`config.mk`:
```
export PLATFORM = sky130hd
export DESIGN_NAME = pc_control
export DESIGN_NICKNAME = d
export VERILOG_FILES = /design/src/rtl/pc_control.sv
export SDC_FILE = /design/constraint.sdc
export NUM_CORES = 1
export LEC_CHECK = 0
export ABC_AREA = 1
export BUFFER_PORTS_ARGS = -buffer_cell sky130_fd_sc_hd__buf_2
export CORE_UTILIZATION = 50
export CTS_CLUSTER_DIAMETER = 200
export DETAILED_ROUTE_END_ITERATION = 8
export PLACE_DENSITY = 0.84
export SETUP_SLACK_MARGIN = 0.02
export SLEW_MARGIN = 10
export SYNTH_ARGS = -nofsm -noshare
export SYNTH_HDL_FRONTEND = slang
export SYNTH_SLANG_ARGS = --single-unit
```
`constraint.sdc`:
```
create_clock -name clk -period 2.8 [get_ports clk]
set_input_delay 0.14 -clock clk [delete_from_list [all_inputs] [get_ports clk]]
set_output_delay 0.14 -clock clk [all_outputs]
set_load 0.01 [all_outputs]
```
`src/rtl/pc_control.sv`:
```
// pc_control: program counter sequencing with conditional branching and halt.
//
// Ports:
//   clk         rising-edge clock
//   rst_n       asynchronous active-low reset
//   flags       current flags: [0]=Z, [1]=V, [2]=N (sampled combinationally)
//   branch      decoded B (PC-relative) instruction
//   branch_reg  decoded BR (register target) instruction; wins over branch
//   cond        3-bit branch condition code
//   imm9        signed word offset for B
//   reg_target  absolute target for BR
//   halt_instr  decoded HLT instruction
//   stall       hold PC and state this cycle
//   pc          current PC (registered)
//   pc_plus2    pc + 2 (combinational, wraps)
//   taken       branch taken this cycle (combinational)
//   flush       one-cycle pulse the cycle after a taken branch commits
//   hlt         high while halted
module pc_control (
    input  logic        clk,
    input  logic        rst_n,
    input  logic [2:0]  flags,
    input  logic        branch,
    input  logic        branch_reg,
    input  logic [2:0]  cond,
    input  logic [8:0]  imm9,
    input  logic [15:0] reg_target,
    input  logic        halt_instr,
    input  logic        stall,
    output logic [15:0] pc,
    output logic [15:0] pc_plus2,
    output logic        taken,
    output logic        flush,
    output logic        hlt
);

    typedef enum logic [0:0] {
        StRun,
        StHalted
    } state_e;

    state_e      state_q, state_d;
    logic [15:0] pc_q, pc_d;
    logic        flush_q, flush_d;

    logic        flag_z, flag_v, flag_n;
    logic        cond_true;
    logic [15:0] b_offset;
    logic [15:0] target;

    assign flag_z = flags[0];
    assign flag_v = flags[1];
    assign flag_n = flags[2];

    always_comb begin
        cond_true = 1'b0;
        unique case (cond)
            3'b000: cond_true = !flag_z;
            3'b001: cond_true = flag_z;
            3'b010: cond_true = !flag_z && !flag_n;
            3'b011: cond_true = flag_n;
            3'b100: cond_true = flag_z || (!flag_z && !flag_n);
            3'b101: cond_true = flag_n || flag_z;
            3'b110: cond_true = flag_v;
            3'b111: cond_true = 1'b1;
            default: cond_true = 1'b0;
        endcase
    end

    assign pc_plus2 = pc_q + 16'h0002;

    // Word offset: sign-extend and scale by two bytes.
    assign b_offset = {{6{imm9[8]}}, imm9, 1'b0};
    assign target   = branch_reg ? reg_target : (pc_plus2 + b_offset);

    // Halt outranks any branch in the same cycle, so it suppresses taken too.
    assign taken = (branch || branch_reg) && cond_true && (state_q == StRun)
                   && !stall && !halt_instr;

    always_comb begin
        state_d = state_q;
        pc_d    = pc_q;
        flush_d = 1'b0;
        unique case (state_q)
            StRun: begin
                if (!stall) begin
                    if (halt_instr) begin
                        state_d = StHalted;
                    end else if (taken) begin
                        pc_d    = target;
                        flush_d = 1'b1;
                    end else begin
                        pc_d = pc_plus2;
                    end
                end
            end
            StHalted: begin
                // Absorbing: only reset leaves this state.
                state_d = StHalted;
            end
            default: state_d = StRun;
        endcase
    end

    always_ff @(posedge clk or negedge rst_n) begin
        if (!rst_n) begin
            state_q <= StRun;
            pc_q    <= 16'h0000;
            flush_q <= 1'b0;
        end else begin
            state_q <= state_d;
            pc_q    <= pc_d;
            flush_q <= flush_d;
        end
    end

    assign pc    = pc_q;
    assign flush = flush_q;
    assign hlt   = (state_q == StHalted);

endmodule

```
==> reports/metrics.yaml, run 1 <==
grt:
  grt_pass1_vias: 2227
  grt_pass1_wl_um: 9580
  track_usage_pct: 27.5
  antenna_found_initial: 0
  grt_max_degree: 27
  grt-ovfl-total: 0
sta:
  relSlewSlack_pct: 65.3
  setup_viol: 0
  fmax_ghz: 0.382
  rsz0062_at_grt: "no"
  hold_viol: 0
  drv_slew: 0
  worst_pin_slew_ns: 0.520
  min_period_over_period_pct: 93.5
  finalWorstPathRequiredPeriod_ns: 2.62
  setup_tns_ns: 0
  finalClockSkew_ns: 0.00397
worst_hold_path:
  holdPathStages: 2
  min_from: "stall"
  whs_endpoint: "hlt"
  hold_class: "in -> reg"
worst_setup_path:
  setup.worst_path.end_class: "flip-flop"
  r2r-end: "pc[14]"
  arrival_ns: 2.78
  cp-start-kind: "flip-flop"
  max_stage_delay_ns: 0.41
  crit_fanout: 5
  cp_common_cell: "nand2_1"
  cp_top_family: "simple AND/OR/NAND/NOR gates"
  crit_buf_inv: 1
  critPathLaunch: "pc[1]"
  cp.required_ns: 2.96
  worstPathCellList: "ha_1 -> nand2_2 -> nor2_4 -> buf_4 -> xor2_1 -> ha_1 -> a21o_1 -> nand2_1 -> nand2_1 -> a21oi_1 -> nand3b_1 -> nand3_1 -> nand2_1 -> nand2_1 -> nand2_1"
  crit_type: "reg -> reg"
  r2r_slack_ns: 0.18
  r2r-start: "pc[1]"
  r2r_cells: 15
  slowest_stage: "dfrtp_2"
finish:
  final_common_cell: "nand2_1"
  n_antenna_cell: 0
  mostFrequentLayoutCells: "nand2_1, buf_2, inv_1, nor2_1, a21oi_1"
  area_delta_synth_final_pct: 25.1
  drive_above_1_share_pct: 27.1
  nets: 478
placed_design:
  gp_congestion: 0.923
  hpwl_um: 4840
  port_buffers: 71
floorplanning:
  die_w_um: 67.9
  num_rows: 23
  die_height_um: 67.9
  die_area_um2: 4600
  coreArea_um2: 4090
  start_util_pct: 53.1
  io_pins: 72
power_and_ir_drop:
  power_mw: 1.50
  p_leak_nw: 1.50
  peakVddDrop_uv: 301
  p_per_area_nw_per_um2: 555
synth:
  seq_area_frac_synth_pct: 20.8
  ys_seq_elements: 18
  synthesis.nets: 402
  synth_warnings: 0
  syn_area_per_cell_um2: 6.21
  synth_edf_count: 0
  synthArstFlopShare_pct: 100
  synthesis.area_um2: 2170
  synth_cell_types: 36
  synth-main-ff-cell: "dfrtp_1"
  syn_inst: 349
clock_network:
  cts_buffer_depth: 2
  clk_pin_slew_ns: 0.07
  root_buffer: "clkbuf_8"
  htreeDepth: 1
  cts.sinks: 18
  cts_tree: "done"
  clk_latency_ns: 0.26
  cts_buffers: 3
routing:
  drtIter0Drc: 139
  detail_route.wl_per_cell_um: 13.1
  via_per_inst: 5.26
  final_antenna_net_count: 0
  drc: 0
  routed_wl_um: 6190
  dr.pass1.iters: 4
  vias: 2492
job:
  max_cap_violations: 0
status:
  status: "completed"
## metal layers
| metal | wire length [µm] | track usage, % | up-vias |
|---|---|---|---|
| li1 | - | - | 1274 |
| met1 | 2730 | 33.7 | 1118 |
| met2 | 3070 | 52.2 | 89 |
| met3 | 305 | 3.67 | 11 |
| met4 | 77 | 2.86 | 0 |
| met5 | 0 | 0 | - |
## logic make-up after synthesis
group                    count (synthesis)  synth area share (%)
AO/OA/AOI/OAI                           58                  15.1
XOR/XNOR                                12                  5.19
adder cells (fa/ha/maj)                 16                  9.58
buffers and inverters                   49                  9.23
flip-flops                              18                  20.8
AND/OR/NAND/NOR                        196                  40.2
## sequential cells by signal, summed over array words and instances (netlist names)
name   count
flush      1
hlt        1
pc        16
## synthesized netlist by cell type (2+ instances only)
| master | instances | area (µm²) |
|---|---|---|
| nor2_1 | 32 | 120 |
| xor2_1 | 8 | 70.1 |
| inv_1 | 37 | 139 |
| nand2_2 | 4 | 25.0 |
| nand4_1 | 4 | 25.0 |
| a31oi_1 | 2 | 12.5 |
| a21oi_2 | 3 | 26.3 |
| nor2_4 | 3 | 33.8 |
| clkbuf_1 | 3 | 11.3 |
| nand3_1 | 23 | 115 |
| o211ai_1 | 3 | 22.5 |
| o21ai_1 | 3 | 15.0 |
| nor2_2 | 4 | 25.0 |
| nand3b_1 | 2 | 15.0 |
| nand3_2 | 3 | 30.0 |
| xnor2_1 | 3 | 26.3 |
| inv_2 | 3 | 11.3 |
| buf_2 | 4 | 20.0 |
| nand2_1 | 116 | 435 |
| a21oi_1 | 28 | 140 |
| ha_1 | 15 | 188 |
| and2_1 | 2 | 12.5 |
| dfrtp_1 | 18 | 450 |
| o21ai_0 | 14 | 70.1 |
## repair_timing
| action | in CTS | in global routing |
|---|---|---|
| resized for setup | 0 | 9 |
| buffers inserted | 0 | 5 |
| endpoints found under the hold margin | 18 | 0 |
| endpoints found under the setup margin | 0 | 6 |
| hold buffers | 1 | 0 |
## per-stage QoR
step	hold WS, ns	instances	instance area, µm²	setup WS, ns	util (%)
5_1_grt	0.0821	474	2710	0.0141	66.4
3_3_place_gp	0.0895	464	2560	0.200	62.6
2_1_floorplan	-0.156	349	2170	0.367	-
4_1_cts	0.0818	469	2620	0.112	64.2
6_report	0.0864	474	2710	0.181	66.4
3_5_place_dp	0.102	464	2560	0.126	62.6
## worst max-delay path by stage
| stage | cells past startpoint | to | slack, ns |
|---|---|---|---|
| after global placement | 17 | pc[15] | 0.20 |
| after CTS | 17 | pc[15] | 0.11 |
| after floorplan | 17 | pc[15] | 0.37 |
| final | 15 | pc[14] | 0.18 |
| after global routing | 16 | pc[12] | 0.01 |
| after detailed placement | 17 | pc[15] | 0.13 |
## layout make-up
cell class / count / area (µm²)
multi-input cells: 282 / 1570
fillers: 395 / 1370
flip-flops and latches: 18 / 453
repair buffers: 80 / 425
inverters: 40 / 150
well taps: 50 / 62.6
clock buffers: 4 / 55.1
## report_power, final
group,internal [mW],leakage [nW],switching [mW]
Combinational,0.364,1.25,0.536
Clock,0.125,0.0288,0.0944
Sequential,0.310,0.220,0.0755
(Power assumes the default switching activity.)
==> inputs of run 2 (changes only) <==
--- a/config.mk
+++ b/config.mk
@@ -7,10 +7,11 @@
 export LEC_CHECK = 0
 export ABC_AREA = 1
 export BUFFER_PORTS_ARGS = -buffer_cell sky130_fd_sc_hd__buf_2
+export CAP_MARGIN = 30
 export CORE_UTILIZATION = 50
 export CTS_CLUSTER_DIAMETER = 200
 export DETAILED_ROUTE_END_ITERATION = 8
-export PLACE_DENSITY = 0.84
+export PLACE_DENSITY = 0.79
 export SETUP_SLACK_MARGIN = 0.02
 export SLEW_MARGIN = 10
 export SYNTH_ARGS = -nofsm -noshare
==> run 2 against run 1 <==
  * Worst hold slack worse by 0.0075 ns
  * Critical endpoint unchanged
  * Die area unchanged
  * Final area down 1.5%
  * Highest routed layer unchanged
  * Register-to-register slack better by 0.02 ns
  * First-iteration DRC count up 14%
  * Sequential cell count is the same
  * Global-route usage fell by 0.78 points
  * Final cell count is 0.42% lower
  * Critical path depth did not move
  * Via count fell by 1.5%
==> reports/metrics.yaml, run 2 (synthesis gave the netlist of run 1 again) <==
clock_network:
  cts_tree: "done"  # unchanged
  clk_latency_ns: 0.26  # about the same
  cts_buffers: 3  # unchanged
  cts_buffer_depth: 2  # unchanged
  cts.sinks: 18  # unchanged
  clk_pin_slew_ns: 0.07  # about the same
  root_buffer: "clkbuf_8"  # unchanged
  htreeDepth: 1  # unchanged
sta:
  rsz0062_at_grt: "yes"  # was no
  finalWorstPathRequiredPeriod_ns: 2.60  # was 2.62 ns
  setup_viol: 0  # unchanged
  drv_slew: 0  # unchanged
  finalClockSkew_ns: 0.00528  # was 0.00397 ns
  fmax_ghz: 0.385  # was 0.382 GHz
  setup_tns_ns: 0  # unchanged
  worst_pin_slew_ns: 0.508  # was 0.520 ns
  min_period_over_period_pct: 92.8  # was 93.5%
  fin_hold_ws_ns: 0.0789  # was 0.0864 ns
  hold_viol: 0  # unchanged
  relSlewSlack_pct: 66.1  # was 65.3%
grt:
  antenna_found_initial: 0  # unchanged
  grt_max_degree: 27  # unchanged
  grt-ovfl-total: 0  # unchanged
  grt_pass1_vias: 2202  # was 2227
  grt_pass1_wl_um: 9250  # was 9580 µm
  track_usage_pct: 26.8  # was 27.5%
routing:
  via_per_inst: 5.20  # was 5.26
  vias: 2455  # was 2492
  drc: 0  # unchanged
  final_antenna_net_count: 0  # unchanged
  drtIter0Drc: 158  # was 139
  routed_wl_um: 5940  # was 6190 µm
  dr.pass1.iters: 4  # unchanged
  detail_route.wl_per_cell_um: 12.6  # was 13.1 µm
job:
  max_cap_violations: 0  # unchanged
floorplanning:
  num_rows: 23  # unchanged
  die_area_um2: 4600  # unchanged
  io_pins: 72  # unchanged
  die_w_um: 67.9  # unchanged
  coreArea_um2: 4090  # unchanged
  die_height_um: 67.9  # unchanged
  start_util_pct: 53.1  # unchanged
worst_setup_path:
  r2r_cells: 15  # unchanged
  crit_type: "reg -> reg"  # unchanged
  arrival_ns: 2.76  # was 2.78 ns
  cp.required_ns: 2.96  # about the same
  crit_fanout: 6  # was 5
  cp-start-kind: "flip-flop"  # unchanged
  setup.worst_path.end_class: "flip-flop"  # unchanged
finish:
  drive_above_1_share_pct: 26.8  # was 27.1%
  nFillCells: 397  # was 395
  mostFrequentLayoutCells: "nand2_1, buf_2, inv_1, nor2_1, a21oi_1"  # unchanged
  nets: 476  # was 478
  largest_register_ffs: 16  # unchanged
  final_common_cell: "nand2_1"  # unchanged
  area_delta_synth_final_pct: 23.3  # was 25.1%
  n_antenna_cell: 0  # unchanged
power_and_ir_drop:
  peakVddDrop_uv: 347  # was 301 µV
  p_per_area_nw_per_um2: 557  # was 555 nW/µm²
  p_leak_nw: 1.49  # was 1.50 nW
worst_hold_path:
  holdPathStages: 2  # unchanged
  hold_class: "in -> reg"  # unchanged
status:
  status: "completed"  # unchanged
placed_design:
  port_buffers: 71  # unchanged
  hpwl_um: 4740  # was 4840 µm
  gp_congestion: 0.915  # was 0.923
-- run 2: final cells by class --
cell class	instances	area [µm²]	share of cell area [%]
Multi-Input combinational cell	282	1540	57.7
Sequential cell	18	453	16.9
Timing Repair Buffer	78	410	15.4
Inverter	40	150	5.62
Tap cell	50	62.6	2.34
Clock buffer	4	55.1	2.06
-- run 2: routing by layer --
metal / routed length (µm) / global-route usage [%] / up-vias
met1: 2570 / 32.2 / 1101
li1: - / - / 1266
met3: 366 / 4.83 / 9
met4: 82 / 4.17 / 0
met2: 2920 / 49.9 / 79
met5: 0 / 0 / -
-- run 2: per-stage QoR --
stage | instance area [µm²] | utilization [%] | total power [mW] | worst slack, ns | cells
finish | 2670 | 65.4 | 1.49 | 0.201 | 472
floorplan | 2170 | - | 0.963 | 0.367 | 349
detailed placement | 2570 | 62.8 | 1.25 | 0.127 | 465
global route | 2670 | 65.4 | 1.62 | -0.00389 | 472
CTS | 2630 | 64.4 | 1.47 | 0.112 | 470
global placement | 2570 | 62.8 | 1.24 | 0.173 | 465
-- run 2: worst paths after layout --
path	from	to	slack [ns]
max	pc[2]	pc[14]	0.20
min	stall	hlt	0.08
max reg2reg	pc[2]	pc[14]	0.20
min reg2reg	hlt	hlt	0.53
max in group asynchronous	rst_n	pc[1]	2.13
min in group asynchronous	rst_n	pc[11]	0.34
-- run 2: repair_timing --
item / in CTS / in global routing
setup buffers: 0 / 2
setup endpoints to repair: 0 / 6
endpoints found under the hold margin: 18 / 0
resized for setup: 0 / 7
hold buffers: 1 / 0
-- run 2: worst max-delay path, stage by stage (launching register included) --
cell and delay (ns):
dfrtp_1 0.41, ha_2 0.22, nand2_2 0.08, nor2_4 0.16, nand3_1 0.14, xor2_2 0.16
inv_1 0.08, ha_1 0.34, a21oi_1 0.24, nand2_1 0.10, a21oi_1 0.19, nand3b_1 0.10
nand3_1 0.09, nand2_1 0.06, nand2_1 0.07, nand2_1 0.05
-- run 2: power breakdown --
part	internal [mW]	total, mW	switching [mW]
clock	0.125	0.220	0.0947
combinational	0.354	0.878	0.525
sequential	0.310	0.389	0.0799
total	0.788	1.49	0.699
==> inputs of run 3 (changes only) <==
==> constraint.sdc (replaced) <==
create_clock -name clk -period 2.8 [get_ports clk]
set_input_delay 0.56 -clock clk [delete_from_list [all_inputs] [get_ports clk]]
set_output_delay 0.56 -clock clk [all_outputs]
set_load 0.01 [all_outputs]
==> run 3 against run 2 <==
  * Wire length increased by 0.10%
  * Setup slack improved by 0.026 ns
  * Final area increased by 0.84%
  * Non-clock buffer count increased by 1
  * Maximum frequency increased by 1.0%
  * Clock power increased by 2%
  * Critical path depth decreased by 1
  * Critical path type unchanged
  * Critical endpoint is now pc[13]
  * Largest power group unchanged
==> reports/metrics.yaml, run 3 (synthesis gave the netlist of run 1 again) <==
status:
  status: "completed"  # unchanged
job:
  max_cap_violations: 0  # unchanged
sta:
  setup_tns_ns: 0  # unchanged
  min_period_over_period_pct: 91.9  # was 92.8%
  worst_pin_slew_ns: 0.526  # was 0.508 ns
  relSlewSlack_pct: 64.9  # was 66.1%
  rsz0062_at_grt: "no"  # was yes
  setup_viol: 0  # unchanged
  finalClockSkew_ns: 0.00628  # was 0.00528 ns
  hold_viol: 0  # unchanged
  fin_hold_ws_ns: 0.213  # was 0.0789 ns
  fmax_ghz: 0.389  # was 0.385 GHz
  drv_slew: 0  # unchanged
  finalWorstPathRequiredPeriod_ns: 2.57  # was 2.60 ns
routing:
  drtIter0Drc: 155  # was 158
  drc: 0  # unchanged
  routed_wl_um: 5940  # about the same
  via_per_inst: 5.24  # was 5.20
  vias: 2477  # was 2455
  detail_route.wl_per_cell_um: 12.6  # about the same
  dr.pass1.iters: 5  # was 4
  final_antenna_net_count: 0  # unchanged
finish:
  drive_above_1_share_pct: 27.7  # was 26.8%
  n_antenna_cell: 0  # unchanged
  final_common_cell: "nand2_1"  # unchanged
  mostFrequentLayoutCells: "nand2_1, buf_2, inv_1, nor2_1, a21oi_1"  # unchanged
  nets: 477  # was 476
  area_delta_synth_final_pct: 24.3  # was 23.3%
  largest_register_ffs: 16  # unchanged
clock_network:
  cts_buffer_depth: 2  # unchanged
  clk_latency_ns: 0.27  # was 0.26 ns
  cts.sinks: 18  # unchanged
  cts_tree: "done"  # unchanged
  clk_pin_slew_ns: 0.07  # about the same
  root_buffer: "clkbuf_8"  # unchanged
  htreeDepth: 1  # unchanged
  cts_buffers: 3  # unchanged
power_and_ir_drop:
  p_leak_nw: 1.50  # was 1.49 nW
  peakVddDrop_uv: 399  # was 347 µV
  p_per_area_nw_per_um2: 554  # was 557 nW/µm²
worst_setup_path:
  max_stage_delay_ns: 0.41  # about the same
  cp_common_cell: "nand2_1"  # unchanged
  cp.required_ns: 2.96  # about the same
  cp-start-kind: "flip-flop"  # unchanged
  crit_type: "reg -> reg"  # unchanged
  arrival_ns: 2.74  # was 2.76 ns
  crit_fanout: 5  # was 6
  crit_buf_inv: 1  # unchanged
  worstPathCellList: "ha_1 -> nand2_2 -> nor2_4 -> buf_4 -> xor2_1 -> ha_1 -> nand2_1 -> nor2_1 -> o21ai_0 -> nand3_1 -> nand2_1 -> nand3_1 -> nand2_1 -> a21oi_2"  # was ha_2 -> nand2_2 -> nor2_4 -> nand3_1 -> xor2_2 -> inv_1 -> ha_1 -> a21oi_1 -> nand2_1 -> a21oi_1 -> nand3b_1 -> nand3_1 -> nand2_1 -> nand2_1 -> nand2_1
  cp_top_family: "simple AND/OR/NAND/NOR gates"  # unchanged
  setup.worst_path.end_class: "flip-flop"  # unchanged
  slowest_stage: "dfrtp_2"  # was dfrtp_1
floorplanning:
  num_rows: 23  # unchanged
  io_pins: 72  # unchanged
  die_w_um: 67.9  # unchanged
  coreArea_um2: 4090  # unchanged
  die_area_um2: 4600  # unchanged
  die_height_um: 67.9  # unchanged
  start_util_pct: 53.1  # unchanged
placed_design:
  gp_congestion: 0.942  # was 0.915
  port_buffers: 71  # unchanged
  hpwl_um: 4680  # was 4740 µm
grt:
  grt_max_degree: 26  # was 27
  track_usage_pct: 27.7  # was 26.8%
  grt_pass1_vias: 2283  # was 2202
  antenna_found_initial: 0  # unchanged
  grt-ovfl-total: 0  # unchanged
  grt_pass1_wl_um: 9680  # was 9250 µm
worst_hold_path:
  hold_class: "in -> async"  # was in -> reg
## run 3: cell types whose count changed in the layout (fill, tap and decap cells not counted), sizes merged
cell | before | now
dlygate4sd3 | 1 | 0
buf | 77 | 79
## run 3: cell type report
| cell class | instances | area [µm²] |
|---|---|---|
| multi-input cells | 282 | 1560 |
| fillers | 377 | 1390 |
| flip-flops and latches | 18 | 453 |
| repair buffers | 79 | 415 |
| inverters | 40 | 150 |
| well taps | 50 | 62.6 |
| clock buffers | 4 | 55.1 |
## run 3: where the power goes
part / switching [mW] / internal [mW] / leakage, nW
sequential: 0.0781 / 0.310 / 0.220
combinational: 0.523 / 0.358 / 1.25
clock: 0.0983 / 0.126 / 0.0288
## run 3: path summary, 6_finish.rpt
check,from,to,slack (ns),cells past startpoint
setup / recovery,pc[1],pc[13],0.23,14
hold / removal,rst_n,pc[11],0.21,1
setup reg to reg,pc[1],pc[13],0.23,14
hold reg to reg,hlt,hlt,0.53,1
max in group asynchronous,rst_n,pc[1],2.26,1
min in group clk,stall,hlt,0.49,2
## run 3: routing by layer
metal,GRT usage (%),wire (µm),up-vias
met3,5.00,359,8
met4,4.69,102,0
li1,-,-,1279
met1,33.0,2620,1093
met2,51.9,2860,97
met5,0,0,-
## run 3: timing repair
| action | 4_1_cts | 5_1_grt |
|---|---|---|
| setup endpoints to repair | 0 | 7 |
| setup buffers | 0 | 3 |
| hold buffers | 0 | 0 |
| gates resized for setup | 0 | 10 |
## run 3: per-stage QoR
| step | setup slack (ns) | cells | instance area [µm²] | util (%) | power (mW) |
|---|---|---|---|---|---|
| after CTS | 0.0893 | 470 | 2630 | 64.3 | 1.47 |
| after global placement | 0.159 | 466 | 2570 | 63.0 | 1.23 |
| after detailed placement | 0.108 | 466 | 2570 | 63.0 | 1.24 |
| after floorplan | 0.367 | 349 | 2170 | - | 0.963 |
| final | 0.227 | 473 | 2700 | 66.0 | 1.49 |
| after global routing | 0.0208 | 473 | 2700 | 66.0 | 1.64 |
